===== src/rtl/spi_frame_dispatcher_pkg.sv =====
// Shared types for the SPI frame dispatcher: command codes, the draw-queue
// entry layout, FSM state encoding and the status byte packing helper.
package spi_frame_dispatcher_pkg;

  typedef enum logic [7:0] {
    CMD_DRAW         = 8'h01,
    CMD_SPRITE_WRITE = 8'h02,
    CMD_STATUS_READ  = 8'h03,
    CMD_QUEUE_CLEAR  = 8'h04
  } cmd_e;

  // Field order matches the byte order on the wire (id first, MSB side).
  typedef struct packed {
    logic [7:0]  id;
    logic [15:0] x;
    logic [15:0] y;
    logic [7:0]  scale;
  } draw_entry_t;

  localparam int DRAW_ENTRY_BYTES = 6;

  typedef enum logic [2:0] {
    ST_IDLE         = 3'd0,
    ST_CMD          = 3'd1,
    ST_HDR          = 3'd2,
    ST_PAYLOAD_DRAW = 3'd3,
    ST_PAYLOAD_WR   = 3'd4,
    ST_STATUS       = 3'd5,
    ST_DISCARD      = 3'd6
  } state_e;

  function automatic logic [7:0] status_byte(input logic ovf, input logic err,
                                             input logic full, input logic empty,
                                             input logic [3:0] cnt);
    return {ovf, err, full, empty, cnt};
  endfunction

endpackage


===== src/rtl/spi_frame_dispatcher_byte_rx.sv =====
// SPI mode-0 byte engine running entirely in the system clock domain.
// Ports:
//   clock, reset            system clock, async active-high reset
//   spi_sck/cs_n/mosi       raw SPI pins (synchronised here)
//   tx_load, tx_data        load a byte to be shifted out on MISO
//   spi_miso                MISO, 0 unless a loaded byte is in flight
//   byte_valid, rx_byte     one-clock pulse with the received byte
//   cs_start, cs_end        one-clock pulses on CS falling / rising
module spi_frame_dispatcher_byte_rx #(
  parameter int SYNC_STAGES = 2
) (
  input  logic       clock,
  input  logic       reset,
  input  logic       spi_sck,
  input  logic       spi_cs_n,
  input  logic       spi_mosi,
  input  logic       tx_load,
  input  logic [7:0] tx_data,
  output logic       spi_miso,
  output logic       byte_valid,
  output logic [7:0] rx_byte,
  output logic       cs_start,
  output logic       cs_end
);

  logic [SYNC_STAGES-1:0] sck_sync_q, cs_sync_q, mosi_sync_q;
  logic sck_prev_q, cs_prev_q;
  logic sck_s, cs_s, mosi_s, sck_rise, sck_fall, active;
  logic [2:0] bit_cnt_q;
  logic [7:0] shift_q, rx_byte_q, tx_q;
  logic byte_valid_q, miso_en_q;

  // CS synchroniser resets to "selected": if reset releases in the middle of a
  // frame no false falling edge is seen, so the next frame starts only on a
  // genuine CS falling edge.
  always_ff @(posedge clock or posedge reset) begin
    if (reset) begin
      sck_sync_q  <= '0;
      cs_sync_q   <= '0;
      mosi_sync_q <= '0;
      sck_prev_q  <= 1'b0;
      cs_prev_q   <= 1'b0;
    end else begin
      sck_sync_q  <= {sck_sync_q[SYNC_STAGES-2:0], spi_sck};
      cs_sync_q   <= {cs_sync_q[SYNC_STAGES-2:0], spi_cs_n};
      mosi_sync_q <= {mosi_sync_q[SYNC_STAGES-2:0], spi_mosi};
      sck_prev_q  <= sck_s;
      cs_prev_q   <= cs_s;
    end
  end

  assign sck_s    = sck_sync_q[SYNC_STAGES-1];
  assign cs_s     = cs_sync_q[SYNC_STAGES-1];
  assign mosi_s   = mosi_sync_q[SYNC_STAGES-1];
  assign sck_rise = sck_s & ~sck_prev_q;
  assign sck_fall = ~sck_s & sck_prev_q;
  assign cs_start = ~cs_s & cs_prev_q;
  assign cs_end   = cs_s & ~cs_prev_q;
  assign active   = ~cs_s;

  always_ff @(posedge clock or posedge reset) begin
    if (reset) begin
      bit_cnt_q    <= '0;
      shift_q      <= '0;
      rx_byte_q    <= '0;
      byte_valid_q <= 1'b0;
    end else begin
      byte_valid_q <= 1'b0;
      if (!active) begin
        bit_cnt_q <= '0;
      end else if (sck_rise) begin
        shift_q   <= {shift_q[6:0], mosi_s};
        bit_cnt_q <= bit_cnt_q + 3'd1;
        if (bit_cnt_q == 3'd7) begin
          rx_byte_q    <= {shift_q[6:0], mosi_s};
          byte_valid_q <= 1'b1;
        end
      end
    end
  end

  // TX shifts only on falling edges inside a byte; the falling edge that
  // follows the 8th rising edge is skipped so a load issued around the byte
  // boundary always presents its MSB for the next byte's first rising edge.
  always_ff @(posedge clock or posedge reset) begin
    if (reset) begin
      tx_q      <= '0;
      miso_en_q <= 1'b0;
    end else if (tx_load) begin
      tx_q      <= tx_data;
      miso_en_q <= 1'b1;
    end else if (byte_valid_q || !active) begin
      miso_en_q <= 1'b0;
    end else if (sck_fall && bit_cnt_q != 3'd0) begin
      tx_q <= {tx_q[6:0], 1'b0};
    end
  end

  assign spi_miso   = miso_en_q & tx_q[7];
  assign byte_valid = byte_valid_q;
  assign rx_byte    = rx_byte_q;

endmodule


===== src/rtl/spi_frame_dispatcher.sv =====
// SPI slave front-end: decodes framed commands and routes them to the sprite
// storage write port, an internal draw-queue FIFO, or a MISO status byte.
// Ports:
//   clock, reset                       system clock, async active-high reset
//   spi_sck/cs_n/mosi, spi_miso        SPI mode-0 slave pins
//   sprite_w_select/en/addr/data       sprite storage write port (1-clk strobe)
//   dequeue, is_empty                  draw queue pop / empty flag
//   sprite_id/x/y/scale                queue head fields (0 when empty)
//   overflow, cmd_error                sticky error flags
//   dbg_state                          current command FSM state (state_e)
module spi_frame_dispatcher
  import spi_frame_dispatcher_pkg::*;
#(
  parameter int SPRITE_NUM    = 16,
  parameter int SPRITE_ADDR_W = 12,
  parameter int QUEUE_DEPTH   = 64,
  parameter int SYNC_STAGES   = 2
) (
  input  logic                          clock,
  input  logic                          reset,
  input  logic                          spi_sck,
  input  logic                          spi_cs_n,
  input  logic                          spi_mosi,
  output logic                          spi_miso,
  output logic [$clog2(SPRITE_NUM)-1:0] sprite_w_select,
  output logic                          sprite_w_en,
  output logic [SPRITE_ADDR_W-1:0]      sprite_w_addr,
  output logic [7:0]                    sprite_w_data,
  input  logic                          dequeue,
  output logic                          is_empty,
  output logic [7:0]                    sprite_id,
  output logic [15:0]                   sprite_x,
  output logic [15:0]                   sprite_y,
  output logic [7:0]                    sprite_scale,
  output logic                          overflow,
  output logic                          cmd_error,
  output logic [2:0]                    dbg_state
);

  localparam int SEL_W = $clog2(SPRITE_NUM);
  localparam int AW    = $clog2(QUEUE_DEPTH);
  localparam int CW    = AW + 1;
  localparam logic [2:0] LAST_IDX = 3'(DRAW_ENTRY_BYTES - 1);

  logic byte_valid, cs_start, cs_end, tx_load;
  logic [7:0] rx_byte, tx_data;

  spi_frame_dispatcher_byte_rx #(.SYNC_STAGES(SYNC_STAGES)) u_rx (
    .clock(clock), .reset(reset), .spi_sck(spi_sck), .spi_cs_n(spi_cs_n),
    .spi_mosi(spi_mosi), .tx_load(tx_load), .tx_data(tx_data), .spi_miso(spi_miso),
    .byte_valid(byte_valid), .rx_byte(rx_byte), .cs_start(cs_start), .cs_end(cs_end)
  );

  state_e state_q, state_d;
  logic [2:0] idx_q;
  logic [39:0] entry_q;
  logic [7:0] sel_q, hi_q;
  logic [SPRITE_ADDR_W-1:0] addr_q;
  logic [15:0] hdr_word;
  logic unused_hdr;
  logic sel_ok;
  logic w_en_q;
  logic [SEL_W-1:0] w_sel_q;
  logic [SPRITE_ADDR_W-1:0] w_addr_q;
  logic [7:0] w_data_q;
  draw_entry_t mem_q [QUEUE_DEPTH];
  draw_entry_t push_entry, head;
  logic [AW-1:0] wr_ptr_q, rd_ptr_q;
  logic [CW-1:0] count_q;
  logic [31:0] count_wide;
  logic [3:0] status_cnt;
  logic full, empty, do_push, do_pop;
  logic overflow_q, cmd_error_q;
  logic push_req, clear_req, err_set, wr_req, status_done;

  // State register.
  always_ff @(posedge clock or posedge reset) begin
    if (reset) state_q <= ST_IDLE;
    else       state_q <= state_d;
  end

  // Next-state logic; CS edges override everything else.
  always_comb begin
    state_d = state_q;
    if (cs_start) begin
      state_d = ST_CMD;
    end else if (cs_end) begin
      state_d = ST_IDLE;
    end else if (byte_valid) begin
      case (state_q)
        ST_CMD: begin
          case (rx_byte)
            CMD_DRAW:         state_d = ST_PAYLOAD_DRAW;
            CMD_SPRITE_WRITE: state_d = ST_HDR;
            CMD_STATUS_READ:  state_d = ST_STATUS;
            default:          state_d = ST_DISCARD;
          endcase
        end
        ST_HDR:    if (idx_q == 3'd2) state_d = ST_PAYLOAD_WR;
        ST_STATUS: state_d = ST_DISCARD;
        default:   state_d = state_q;
      endcase
    end
  end

  // Output decode: per-byte action strobes.
  always_comb begin
    push_req    = 1'b0;
    clear_req   = 1'b0;
    err_set     = 1'b0;
    tx_load     = 1'b0;
    wr_req      = 1'b0;
    status_done = 1'b0;
    if (byte_valid) begin
      case (state_q)
        ST_CMD: begin
          clear_req = (rx_byte == CMD_QUEUE_CLEAR);
          tx_load   = (rx_byte == CMD_STATUS_READ);
          err_set   = !(rx_byte inside {CMD_DRAW, CMD_SPRITE_WRITE, CMD_STATUS_READ,
                                        CMD_QUEUE_CLEAR});
        end
        ST_PAYLOAD_DRAW: push_req    = (idx_q == LAST_IDX);
        ST_PAYLOAD_WR:   wr_req      = 1'b1;
        ST_STATUS:       status_done = 1'b1;
        default: ;
      endcase
    end
  end

  assign hdr_word   = {hi_q, rx_byte};
  assign unused_hdr = ^hdr_word;
  assign sel_ok     = (32'(sel_q) < 32'(SPRITE_NUM));

  // Header / entry assembly and sprite write port.
  always_ff @(posedge clock or posedge reset) begin
    if (reset) begin
      idx_q    <= '0;
      entry_q  <= '0;
      sel_q    <= '0;
      hi_q     <= '0;
      addr_q   <= '0;
      w_en_q   <= 1'b0;
      w_sel_q  <= '0;
      w_addr_q <= '0;
      w_data_q <= '0;
    end else begin
      w_en_q <= wr_req & sel_ok;
      if (cs_start) begin
        idx_q <= '0;
      end else if (byte_valid && state_q == ST_HDR) begin
        idx_q <= (idx_q == 3'd2) ? 3'd0 : idx_q + 3'd1;
        case (idx_q)
          3'd0:    sel_q  <= rx_byte;
          3'd1:    hi_q   <= rx_byte;
          default: addr_q <= hdr_word[SPRITE_ADDR_W-1:0];
        endcase
      end else if (byte_valid && state_q == ST_PAYLOAD_DRAW) begin
        idx_q   <= (idx_q == LAST_IDX) ? 3'd0 : idx_q + 3'd1;
        entry_q <= {entry_q[31:0], rx_byte};
      end
      if (wr_req) begin
        w_sel_q  <= sel_q[SEL_W-1:0];
        w_addr_q <= addr_q;
        w_data_q <= rx_byte;
        addr_q   <= addr_q + SPRITE_ADDR_W'(1);
      end
    end
  end

  // Draw queue. Clear beats push; a push into a full queue survives only when
  // a dequeue frees a slot on the same clock.
  assign push_entry = {entry_q, rx_byte};
  assign full       = (count_q == CW'(QUEUE_DEPTH));
  assign empty      = (count_q == '0);
  assign do_pop     = dequeue & ~empty & ~clear_req;
  assign do_push    = push_req & (~full | dequeue) & ~clear_req;

  always_ff @(posedge clock or posedge reset) begin
    if (reset) begin
      wr_ptr_q <= '0;
      rd_ptr_q <= '0;
      count_q  <= '0;
    end else if (clear_req) begin
      wr_ptr_q <= '0;
      rd_ptr_q <= '0;
      count_q  <= '0;
    end else begin
      if (do_push) wr_ptr_q <= wr_ptr_q + AW'(1);
      if (do_pop)  rd_ptr_q <= rd_ptr_q + AW'(1);
      case ({do_push, do_pop})
        2'b10:   count_q <= count_q + CW'(1);
        2'b01:   count_q <= count_q - CW'(1);
        default: count_q <= count_q;
      endcase
    end
  end

  always_ff @(posedge clock) begin
    if (do_push) mem_q[wr_ptr_q] <= push_entry;
  end

  // Sticky flags; the status byte snapshot is taken at load, so clearing at
  // the end of the status byte cannot hide a flag from the reader.
  always_ff @(posedge clock or posedge reset) begin
    if (reset) begin
      overflow_q  <= 1'b0;
      cmd_error_q <= 1'b0;
    end else if (status_done) begin
      overflow_q  <= 1'b0;
      cmd_error_q <= 1'b0;
    end else begin
      if (push_req && full && !dequeue) overflow_q <= 1'b1;
      if (err_set) cmd_error_q <= 1'b1;
    end
  end

  assign count_wide = 32'(count_q);
  assign status_cnt = (count_wide > 32'd15) ? 4'hF : count_wide[3:0];
  assign tx_data    = status_byte(overflow_q, cmd_error_q, full, empty, status_cnt);

  assign head            = mem_q[rd_ptr_q];
  assign is_empty        = empty;
  assign sprite_id       = empty ? '0 : head.id;
  assign sprite_x        = empty ? '0 : head.x;
  assign sprite_y        = empty ? '0 : head.y;
  assign sprite_scale    = empty ? '0 : head.scale;
  assign sprite_w_en     = w_en_q;
  assign sprite_w_select = w_sel_q;
  assign sprite_w_addr   = w_addr_q;
  assign sprite_w_data   = w_data_q;
  assign overflow        = overflow_q;
  assign cmd_error       = cmd_error_q;
  assign dbg_state       = state_q;

endmodule


===== config.mk =====
export PLATFORM = sky130hd
export DESIGN_NAME = spi_frame_dispatcher
export DESIGN_NICKNAME = d
export VERILOG_FILES = /design/src/rtl/spi_frame_dispatcher_pkg.sv /design/src/rtl/spi_frame_dispatcher_byte_rx.sv /design/src/rtl/spi_frame_dispatcher.sv
export SDC_FILE = /design/constraint.sdc
export NUM_CORES = 2
export LEC_CHECK = 0
export CORE_MARGIN = 2
export CORE_UTILIZATION = 55
export CTS_CLUSTER_DIAMETER = 120
export DETAILED_ROUTE_END_ITERATION = 12
export HOLD_SLACK_MARGIN = 0.06
export PLACE_DENSITY = 0.71
export SLEW_MARGIN = 25
export SYNTH_ARGS = -nofsm -noshare
export SYNTH_HDL_FRONTEND = slang
export SYNTH_SLANG_ARGS = --single-unit
export TNS_END_PERCENT = 20

===== constraint.sdc =====
create_clock -name clock -period 13.9 [get_ports clock]
set_clock_uncertainty 0.05 [all_clocks]
set_input_delay 2.78 -clock clock [delete_from_list [all_inputs] [get_ports clock]]
set_output_delay 2.78 -clock clock [all_outputs]
set_load 0.01 [all_outputs]

* Word level (Yosys, flattened, before mapping)
Memories as Yosys holds them, arrays and structs flattened.
Index checks and enable logic that the tools add are counted.
** Word-level totals
- Flip-flop bits (word level) :: 152
- Bits in writable memories :: 3072
- Bits of input ports :: 6
- Output and inout bits :: 80
- Word-level logic and storage cells :: 163
- Memories :: 1
** Operators by class
- Add/subtract/negate cells :: 7
- Order comparisons :: 2
- Eq/ne operators :: 20
- Mux-type cells :: 54
- Bitwise gates (word level) :: 20
- Reduce and logical (&&, ||, !) cells :: 33
** Memories
- mem_q :: depth 64, width 48, read ports 1, clocked after Yosys merged registers in 0, write ports 1, RTL line spi_frame_dispatcher.sv:66 : draw_entry_t mem_q [QUEUE_DEPTH];
** Operators with widths (number)
- $mux W12 :: 4
- $mux W8 :: 5
- $mux W3 :: 11
- $mux W16 :: 2
- $mux W6 :: 4
- $mux W1 :: 23
- $pmux W3 S3 :: 2
- $reduce_and A3 Y1 :: 6
- $eq A8 B2 Y1 const B :: 2
- $reduce_bool A2 Y1 :: 8
- $pmux W7 S2 :: 1
- $add A12 B1 Y12 const B :: 1
- $add A6 B1 Y6 const B :: 2
- $eq A3 B3 Y1 const B :: 4
- $reduce_bool A3 Y1 :: 4
- $and A1 B1 Y1 :: 10
- $eq A3 B2 Y1 const B :: 3
- $not A1 Y1 :: 9
- $eq A8 B1 Y1 const B :: 1
- $eq A8 B3 Y1 const B :: 1
- $lt A8 B5 Y1 const B :: 1
- $add A7 B1 Y7 const B :: 1
- $eq A7 B7 Y1 const B :: 1
- $gt A7 B4 Y1 const B :: 1
- 20 further kinds :: 29

* Longest topological paths before layout
- Depth in word-level cells :: 8
- Mapped depth :: 15
- Gate-level depth less buffers :: 13

* By module
From an unflattened synthesis, not the netlist that was laid out.
** Unflattened totals
- Cell total of the unflattened synthesis :: 5630
- Area, all modules :: 123816.2 um2
** Modules (own cells, without submodules)
- spi_frame_dispatcher :: times used 1, cells an instance 5520, area an instance 122306.1 um2
- spi_frame_dispatcher_byte_rx :: times used 1, cells an instance 110, area an instance 1510.2 um2

* Worst setup path before layout
Ideal clock, no wire load.
- Path type :: in2reg
- Start :: in dequeue
- End :: mem mem_q[0][0] in the netlist's numbering, enable pin
- Library setup time :: 0.573 ns
- Data arrival time :: 8.275 ns
- Required time :: 13.277 ns
- Path slack :: 5.002 ns
- Cell stages on the path :: 6
- Cells stage by stage :: clkbuf_1 -> nand4b_1 -> nand2_1 -> nor2_1 -> nand2_1 -> nor4_1
** Between the ends
- Cells in the longest elaborated chain, start to end :: 5
** Ends and longest elaborated chain
- start: declaration :: RTL line spi_frame_dispatcher.sv:29 : input logic dequeue,
- $or A1 B1 Y1 :: RTL line spi_frame_dispatcher.sv:176 : assign do_push = push_req & (~full | dequeue) & ~clear_req;
- $and A1 B1 Y1 (2 in a row) :: RTL line spi_frame_dispatcher.sv:176
- $mux W1 :: RTL line spi_frame_dispatcher.sv:199 : if (do_push) mem_q[wr_ptr_q] <= push_entry;
- $mux W1 (implied by the code) :: RTL line spi_frame_dispatcher.sv:199
- end: declaration :: RTL line spi_frame_dispatcher.sv:66
Every way passes these cells.

* Worst setup path in the final report
- Start :: reg rd_ptr_q[2]
- End :: out sprite_y[8]
** Between the ends
- Cells in the longest elaborated chain, start to end :: 2
** Ends and longest elaborated chain
- start: declaration :: RTL line spi_frame_dispatcher.sv:68 : logic [AW-1:0] wr_ptr_q, rd_ptr_q;
- start signal: assignment :: RTL line spi_frame_dispatcher.sv:189 : if (do_pop) rd_ptr_q <= rd_ptr_q + AW'(1);
- $mem_v2 Z64 W48
- $mux W16 :: RTL line spi_frame_dispatcher.sv:225 : assign sprite_y = empty ? '0 : head.y;
- end: declaration :: RTL line spi_frame_dispatcher.sv:33 : output logic [15:0] sprite_y,
Every way passes these cells.

==> impl_metrics.py <==
metrics = {
    "timing": {
        "hold_viol": 0,
        "hold_ws_ns": 0.299,
        "fin_tns_setup_ns": 0,
        "setup_violations": 0,
        "maxSlewViolCount": 0,
        "fmaxAchievable_ghz": 0.109,
        "rsz0062_at_grt": "false",
        "tightestPinTransition_ns": 1.21,
        "fin_crit_ns": 9.18,
        "period_share_pct": 66.0,
        "maxSlewHeadroom_pct": 19.5,
    },
    "cells_and_area": {
        "fillers": 14800,
        "layout_common_cells": "edfxtp_1 (3072), mux4_2 (717), clkbuf_16 (333)",
        "drive_above_1_share_pct": 24.8,
        "final_util_pct": 62.4,
        "layout_commonest_cell": "edfxtp_1",
        "multiInputGateArea_sq_um": 26200,
        "fin_nets": 5997,
        "fin_area_sq_um": 139000,
        "regArea_sq_um": 96100,
        "area_growth_pct": 12.5,
    },
    "flow_run": {
        "max_cap_viol_count": 0,
    },
    "clock_tree": {
        "cts_buffers": 328,
        "postCtsSetupBuffers": 0,
        "cts_hold_buf": 0,
        "max-clock-path-buffers": 4,
        "clkTransAtPathRegs_ns": 0.07,
        "cts_resized": 0,
        "cts.sinks": 3224,
        "root_buffer": "clkbuf_16",
        "cts_tree": "yes",
        "htreeDepth": 5,
        "clock_latency_ns": 0.94,
    },
    "floorplan": {
        "die_y_microns": 478,
        "core_sq_um": 223000,
        "pin_count": 86,
        "die-area_sq_um": 228000,
        "fp-row-count": 173,
        "start_util_pct": 55.5,
        "die_width_microns": 478,
    },
    "setup_path": {
        "r2r-start": "dbg_state[2]",
        "cp-end-kind": "primary output",
        "worst_ep_required_time_ns": 11.07,
        "critPathLaunchType": "flip-flop",
        "startpoint": "rd_ptr_q[2]",
        "cp.arrival_ns": 6.35,
        "path_max_fanout": 112,
        "crit_type": "reg -> out",
    },
    "global_route": {
        "grt_pass1_wl_microns": 481000,
        "antenna_found_initial": 11,
        "grt_usage_pct": 30.2,
        "grt_pass1_vias": 62700,
        "overflow": 0,
        "grt_max_degree": 118,
    },
    "pwr": {
        "switchingPower_uw": 6710,
        "p_sw_share_pct": 28.2,
        "pwr-share-clk_pct": 35.6,
        "p_leak_uw": 0.0445,
        "intPower_uw": 17100,
        "p_per_area_nw_per_um2": 171,
        "pwr-share-comb_pct": 19.5,
        "ir_worst_vdd_mv": 0.160,
        "seq_power_share_pct": 44.9,
    },
    "route": {
        "drt_iter0_markers": 10600,
        "finalWirelength_microns": 345000,
        "postRouteAntennaNets": 0,
        "wl_per_cell_microns": 37.5,
        "detail_route.first_pass.iterations": 8,
        "drc": 0,
        "via_count": 63700,
        "viasPerCell": 6.92,
    },
    "logic_synthesis": {
        "yosysTopAreaCell": "edfxtp_1",
        "synth_nets": 5689,
        "async_flop_share_pct": 4.71,
        "syn_area_sq_um": 124000,
        "synth_top_area_share_pct": 74.7,
        "synth_edf_count": 3072,
        "avgSynthCellArea_sq_um": 21.8,
        "synth.distinct_cells": 66,
        "synth_warnings": 0,
        "synthCells": 5673,
        "synth_top_cells_by_area": "edfxtp_1 (75%), mux4_2 (13%), dfrtp_1 (3.1%)",
        "ys_seq_elements": 3224,
        "ys_seq_area_share_pct": 77.8,
        "synth-main-ff-cell": "edfxtp_1",
    },
    "placed_design": {
        "postPlaceCellArea_sq_um": 129000,
        "finalWeightedCongestion": 0.798,
        "io_buffer_count": 85,
        "dp_hpwl_microns": 177000,
    },
    "run_status": {
        "status": "complete, no violations",
    },
    "min_path": {
        "min_path_type": "reg -> reg",
        "min_from": "u_rx.mosi_sync_q[0]",
    },
}
-- registers in the layout, summed over array words and instances (netlist names), 3 cells and up --
register,cells
u_rx.tx_q,8
count_q,7
sprite_w_select,4
mem_q,3072
rd_ptr_q,6
u_rx.shift_q,7
u_rx.bit_cnt_q,3
sel_q,8
hi_q,4
addr_q,12
dbg_state,3
sprite_w_addr,12
sprite_w_data,8
u_rx.rx_byte,8
idx_q,3
entry_q,40
wr_ptr_q,6
-- Yosys cell counts, drive strengths merged, types with 2 or more instances --
master and number:
a2111oi 14, a211o 2, a211oi 70, a21oi 60, a22o 33, a22oi 126, a311oi 8, a31oi 31
a32o 6, and2 10, and3 11, buf 226, clkbuf 85, dfrtp 152, edfxtp 3072, ha 10
inv 17, mux2 74, mux2i 223, mux4 717, nand2 199, nand2b 13, nand3 99, nand3b 6
nand4 11, nand4b 3, nor2 147, nor2b 22, nor3 30, nor3b 5, nor4 8, o211ai 14
o21a 2, o21ai 20, o221ai 8, o22ai 99, o32ai 5, or3 8, or3b 2, or4 3
xnor2 7, xor2 8
-- power groups by stage --
stage          clock network [uW]  logic [uW]  registers [uW]
3_3_place_gp                    0        4630           10900
6_report                     8470        4660           10700
3_5_place_dp                    0        4630           10900
5_1_grt                      8910        4830           10700
4_1_cts                      8540        4640           10700
2_1_floorplan                   0        3070           10700
-- critical path, stage by stage, from the launching register on --
cell and delay [ns]:
dfrtp_4 0.83, buf_4 0.63, buf_4 0.91, buf_12 0.65, nor2b_1 0.81, a22oi_1 0.22, nand3_1 0.16, nand4_1 0.14
a22oi_1 0.23, nand2_1 0.11, clkdlybuf4s50_1 0.54
-- kinds of logic (layout without fill, tap and decap cells) --
group           after synthesis  in the layout  share of synthesized area, %
other cells                   0              3                             0
xor+xnor                     15             15                         0.106
compound gates              503            503                          2.86
flops                      3224           3224                          77.8
mux                        1014           1014                          15.6
simple gates                579            579                          2.19
buf+inv                     328            876                          1.42
fa+ha+maj                    10             10                         0.101
-- per-stage QoR --
step                power [uW]  instances  setup slack, ns
global route             24400       9197             4.56
finish                   23800       9199             4.72
CTS                      23900       9194             4.77
global placement         15500       8613             5.80
detailed placement       15500       8624             5.76
floorplan                13800       5673             5.00
-- worst paths after layout --
check	to	slack [ns]	cells after the start
min in group asynchronous	addr_q[10]	2.28	2
max in group asynchronous	entry_q[24]	9.78	3
worst min register to register	u_rx.mosi_sync_q[1]	0.30	0
worst min-delay path	u_rx.mosi_sync_q[1]	0.30	0
worst max-delay path	sprite_y[8]	4.72	10
worst max register to register	mem_q[31][28]	8.77	7
-- layout make-up --
cell class / count / share of cell area [%]
Antenna cell: 3 / 0.00540
Clock buffer: 429 / 6.34
Clock inverter: 141 / 0.952
Inverter: 17 / 0.0522
Multi-Input combinational cell: 2121 / 18.9
Sequential cell: 3224 / 69.1
Tap cell: 2975 / 2.68
Timing Repair Buffer: 289 / 1.96
-- metal layers --
| layer | part of all wire, % | track usage (%) | vias to the layer above | wire length (microns) |
|---|---|---|---|---|
| li1 | - | - | 24500 | - |
| met5 | 0.030 | 0 | - | 103 |
| met2 | 47 | 46.4 | 4790 | 161000 |
| met3 | 13 | 7.52 | 828 | 45700 |
| met1 | 36 | 42.6 | 33600 | 123000 |
| met4 | 4.3 | 11.3 | 16 | 14900 |
No activity file was read; power rests on OpenSTA's default activity.
